==> src/rtl/risc_pkg.sv <==
// Shared definitions for the RISC core sequencer: opcodes, slot encoding and
// the control-strobe bundle consumed by the PC, accumulator and bus blocks.
package risc_pkg;

  localparam logic [2:0] OP_HLT  = 3'b000;
  localparam logic [2:0] OP_SKZ  = 3'b001;
  localparam logic [2:0] OP_ADD  = 3'b010;
  localparam logic [2:0] OP_ANDD = 3'b011;
  localparam logic [2:0] OP_XORR = 3'b100;
  localparam logic [2:0] OP_LDA  = 3'b101;
  localparam logic [2:0] OP_STO  = 3'b110;
  localparam logic [2:0] OP_JMP  = 3'b111;

  typedef enum logic [2:0] {
    S0 = 3'd0,
    S1 = 3'd1,
    S2 = 3'd2,
    S3 = 3'd3,
    S4 = 3'd4,
    S5 = 3'd5,
    S6 = 3'd6,
    S7 = 3'd7
  } slot_e;

  typedef struct packed {
    logic load_ir;
    logic rd;
    logic wr;
    logic inc_pc;
    logic load_pc;
    logic load_acc;
    logic datactl_ena;
    logic halt;
  } ctl_t;

  localparam ctl_t CTL_IDLE = '0;

  // Operand-reading group: these all fetch a memory operand into the ALU.
  function automatic logic is_alu(input logic [2:0] op);
    return (op == OP_ADD) || (op == OP_ANDD) || (op == OP_XORR) || (op == OP_LDA);
  endfunction

  function automatic slot_e next_slot(input slot_e s);
    return slot_e'(s + 3'd1);
  endfunction

endpackage

==> src/rtl/risc_ctrl_decode.sv <==
// Combinational slot/opcode decode into the control-strobe bundle.
module risc_ctrl_decode
  import risc_pkg::*;
(
  input  slot_e      i_slot,
  input  logic [2:0] i_opcode,
  input  logic       i_zero,
  output ctl_t       o_ctl
);

  logic w_alu;
  logic w_sto;
  logic w_jmp;
  logic w_skip;

  assign w_alu  = is_alu(i_opcode);
  assign w_sto  = (i_opcode == OP_STO);
  assign w_jmp  = (i_opcode == OP_JMP);
  assign w_skip = (i_opcode == OP_SKZ) && i_zero;

  always_comb begin
    o_ctl = CTL_IDLE;
    case (i_slot)
      S0, S1: begin
        o_ctl.rd      = 1'b1;
        o_ctl.load_ir = 1'b1;
        o_ctl.inc_pc  = 1'b1;
      end
      S3: begin
        o_ctl.halt = (i_opcode == OP_HLT);
      end
      S4: begin
        o_ctl.rd          = w_alu;
        o_ctl.datactl_ena = w_sto;
        o_ctl.load_pc     = w_jmp;
      end
      S5: begin
        o_ctl.rd          = w_alu;
        o_ctl.load_acc    = w_alu;
        o_ctl.datactl_ena = w_sto;
        o_ctl.wr          = w_sto;
        o_ctl.load_pc     = w_jmp;
        o_ctl.inc_pc      = w_skip;
      end
      S6: begin
        o_ctl.rd          = w_alu;
        o_ctl.datactl_ena = w_sto;
        o_ctl.inc_pc      = w_skip;
      end
      default: o_ctl = CTL_IDLE;
    endcase
  end

endmodule

==> src/rtl/risc_ctrl.sv <==
// Eight-slot instruction sequencer with registered control strobes.
// Build option RISC_HALT_STICKY_EN: HLT freezes the sequencer until reset.
module risc_ctrl
  import risc_pkg::*;
(
  input  logic       clk,
  input  logic       rst,
  input  logic       ena,
  input  logic [2:0] opcode,
  input  logic       zero,
  output logic       load_ir,
  output logic       rd,
  output logic       wr,
  output logic       inc_pc,
  output logic       load_pc,
  output logic       load_acc,
  output logic       datactl_ena,
  output logic       halt,
  output logic [2:0] slot
);

`ifdef RISC_HALT_STICKY_EN
  localparam bit HaltSticky = 1'b1;
`else
  localparam bit HaltSticky = 1'b0;
`endif

  slot_e r_slot;
  ctl_t  r_ctl;
  logic  r_halted;
  ctl_t  w_dec;

  risc_ctrl_decode u_decode (
    .i_slot   (r_slot),
    .i_opcode (opcode),
    .i_zero   (zero),
    .o_ctl    (w_dec)
  );

  // While halted, the edge that loaded halt already left r_ctl as halt-only,
  // so holding every register keeps halt high and all other strobes low.
  always_ff @(posedge clk) begin
    if (!rst) begin
      r_slot   <= S0;
      r_ctl    <= CTL_IDLE;
      r_halted <= 1'b0;
    end else if (r_halted) begin
      r_slot   <= r_slot;
      r_ctl    <= r_ctl;
      r_halted <= 1'b1;
    end else if (!ena) begin
      r_slot <= S0;
      r_ctl  <= CTL_IDLE;
    end else begin
      r_slot   <= next_slot(r_slot);
      r_ctl    <= w_dec;
      r_halted <= HaltSticky && w_dec.halt;
    end
  end

  assign load_ir     = r_ctl.load_ir;
  assign rd          = r_ctl.rd;
  assign wr          = r_ctl.wr;
  assign inc_pc      = r_ctl.inc_pc;
  assign load_pc     = r_ctl.load_pc;
  assign load_acc    = r_ctl.load_acc;
  assign datactl_ena = r_ctl.datactl_ena;
  assign halt        = r_ctl.halt;
  assign slot        = r_slot;

endmodule
==> config.mk <==
export PLATFORM = sky130hd
export DESIGN_NAME = risc_ctrl
export DESIGN_NICKNAME = d
export VERILOG_FILES = /design/src/rtl/risc_pkg.sv /design/src/rtl/risc_ctrl_decode.sv /design/src/rtl/risc_ctrl.sv
export SDC_FILE = /design/constraint.sdc
export NUM_CORES = 1
export LEC_CHECK = 0
export ABC_CLOCK_PERIOD_IN_PS = 950
export BUFFER_PORTS_ARGS = -buffer_cell sky130_fd_sc_hd__buf_4
export CORE_AREA = 8 8 45 47
export DETAILED_ROUTE_END_ITERATION = 10
export DIE_AREA = 0 0 53 55
export PLACE_DENSITY_LB_ADDON = 0.2
export REMOVE_ABC_BUFFERS = 1
export SYNTH_ARGS = -nofsm -noshare
export SYNTH_HDL_FRONTEND = slang
export SYNTH_SLANG_ARGS = --single-unit
==> constraint.sdc <==
create_clock -name clk -period 0.95 [get_ports clk]
set_input_delay 0.1425 -clock clk [delete_from_list [all_inputs] [get_ports clk]]
set_output_delay 0.1425 -clock clk [all_outputs]
set_load 0.01 [all_outputs]
==> results.txt <==
Switching Fraction: 23.5%
Grt ovf: 0
Vias in the first global route: 404
CP required: 1100 ps
Async SR Flop Fraction: 0%
Final setup violation count: 10
Relative slew slack: 81.6%
Final worst slack: -102 ps
Max frequency: 950 MHz
Synth-to-Final Area Change: 74.4%
Via Count: 404
Peak VDD IR: 0.682 mV
Setup TNS: -458 ps
Input/output buffers: 17
MaxCap Viol Count: 0
DR WL/cell: 12.9 µm
Area contributors post-synth: dfxtp_1 (51%), ha_1 (14%), nor2_1 (5.2%)
I/O pin cnt: 18
Crit path time final: 1050 ps
Main synth FF type: dfxtp_1
DRC: 0
Largest net degree at the start of global routing: 7
Kind of cell adding the most delay to the critical path: flip-flops
Die height: 55 µm
CP max stage delay: 390 ps
Final Hold Violating Endpoints: 0
Mapped Area: 435 µm²
Status: finished, violations left
Pre-CTS setup slack: -193 ps
Slew Viols, Final: 0
Final ANT Viol Nets: 0
First drt pass iteration count: 3
Fraction of layout cells with a size suffix above 1: 63.2%
Global-route wire length before repair: 1.63 mm
Unique masters post-synth: 18
FP Rows: 14
Hold WC Path Type: primary input to flip-flop
Combinational share of power: 14.7%
Critical Path Slowest Stage Cell: dfxtp_4
Cell Chain, Critical Path: inv_4, ha_4, o21a_1, nand4_1, a21oi_2
Crit Path Class: flip-flop to flip-flop
EDFF count, synth: 0
Vias/cell: 4.81
Crit. End Element: flip-flop
Leak Pwr: 0.331 nW
Multi-input gate area: 288 µm²
CTS Root Cell: clkbuf_4
Synthesized instance count: 42
Share of the synthesized area in the top cell type: 50.6%
Critical Path Start Type: flip-flop
Number of synthesized register bits: 11
Seq. cell area: 229 µm²
Net count, final: 81
Max Buffers Root-to-Sink: 2
Clock latency on the worst-skew pair: 260 ps
Gpl congestion: 0.791
Die area: 2920 µm²
N_diodes: 0
Failing checks: negative setup slack
Clock slew at reported path FFs: 70 ps
Final Skew: 2.75 ps
Power Density: 1220 nW/µm²
WP data arrival: 1200 ps
Final HPWL DP: 756 µm
Seq pwr share: 52.1%
TritonCTS Buffers: 3
DRT Wirelength: 1.08 mm
Post-CTS Hold Buffers: 0
Warning count from the yosys run: 0
Switching power: 0.000218 W
Syn Area/Cell: 10.4 µm²
CP Buf/Inv Count: 1
Power Internal: 0.000708 W
Fillcell total: 135
RSZ-0062 raised after global routing: yes
Iter 0 DRT Violations: 8
Initial antenna violation count: 0
Worst Tran Pin Value: 275 ps
Final period util: 111%
Largest area contributor in the netlist: dfxtp_1
Total core area: 1380 µm²
Clk sinks: 11
Clock power frac: 33.3%
CTS tree: built
Total track usage: 7.55%
CP Max Fanout: 5
Die width: 53 µm
H-tree depth: 1
Initial core utilization: 31.5%
Post-synthesis sequential area ratio: 50.6%
## through the flow
stage	power [W]	instance area (µm²)	util, %	hold slack (ps)	std cells
after floorplan	0.000529	435	-	220	42
after global placement	0.000594	621	44.8	344	80
final	0.000926	759	54.9	80.6	84
after detailed placement	0.000594	621	44.8	338	80
after CTS	0.000925	721	52.1	55.2	84
after global routing	0.000977	759	54.9	72.1	84
## logic make-up (layout without fill, tap and decap cells)
logic type                 count (synthesis)  in the layout  share of synthesized area [%]
adders and majority gates                  5              5                           14.4
DFF                                       11             11                           50.6
xor gates and xnor gates                   1              1                           2.01
and+or+nand+nor                           17             17                           21.6
AOI/OAI and AO/OA                          5              5                           8.91
buffers and inverters                      3             29                           2.59
## cell usage after synthesis, drive strengths merged (2+ instances only)
cell type and n:
ha 5, nand2 2, nor2 6, dfxtp 11
inv 3, and3 3
## cell usage in the layout (no fill, tap or decap), types with 2 or more instances in the layout
cell      synthesis  layout
dfxtp_4           0       2
nand2_1           2       2
inv_4             0       2
clkbuf_4          0       3
nor2_1            6       5
and3_4            0       3
buf_4             0      18
ha_4              0       3
dfxtp_1          11       8
buf_6             0       4
## worst paths after layout
path / slack, ps / depth (start not counted) / endpoint / from
max: -100 / 5 / inc_pc$_SDFF_PN0_ / slot[1]$_SDFF_PN0_
min: 80 / 2 / halt$_SDFF_PN0_ / opcode[0]
max reg2reg: -100 / 5 / inc_pc$_SDFF_PN0_ / slot[1]$_SDFF_PN0_
min reg2reg: 560 / 2 / slot[0]$_SDFF_PN0_ / slot[0]$_SDFF_PN0_
## sequential cells by signal (all words and copies together), names as in the netlist
signal / count
datactl_ena: 1
halt: 1
inc_pc: 1
load_acc: 1
load_ir: 1
load_pc: 1
rd: 1
slot: 3
wr: 1
## area by class of cell
cell class                      count  area share [%]
Tap cell                           16            2.64
Sequential cell                    11            30.1
Multi-Input combinational cell     28            37.9
Inverter                            3            2.14
Timing Repair Buffer               22            23.7
Clock buffer                        4            3.46
## power groups by stage
stage,clock network [W],logic (W),registers (W)
after global placement,0,0.000104,0.000490
after CTS,0.000321,0.000123,0.000482
after detailed placement,0,0.000104,0.000490
after global routing,0.000346,0.000148,0.000484
after floorplan,0,0.0000331,0.000496
final,0.000308,0.000136,0.000482
## what timing repair did
item / in CTS / in global routing
setup endpoints to repair: 12 / 12
gates resized for setup: 22 / 8
pin swaps: 2 / 3
setup buffers: 0 / 0
## worst reg2reg max path, stage by stage (launching register included)
cell and delay (ps):
dfxtp_4 390, inv_4 60, ha_4 170, o21a_1 170, nand4_1 90, a21oi_2 60
## per-layer routing
metal | up-vias | global-route usage [%] | routed length, µm
li1 | 200 | - | -
met1 | 188 | 8.40 | 428
met2 | 14 | 11.7 | 530
met3 | 2 | 4.55 | 114
met4 | 0 | 2.59 | 9
met5 | - | 0 | 0
Power figures use the tool's default switching activity.
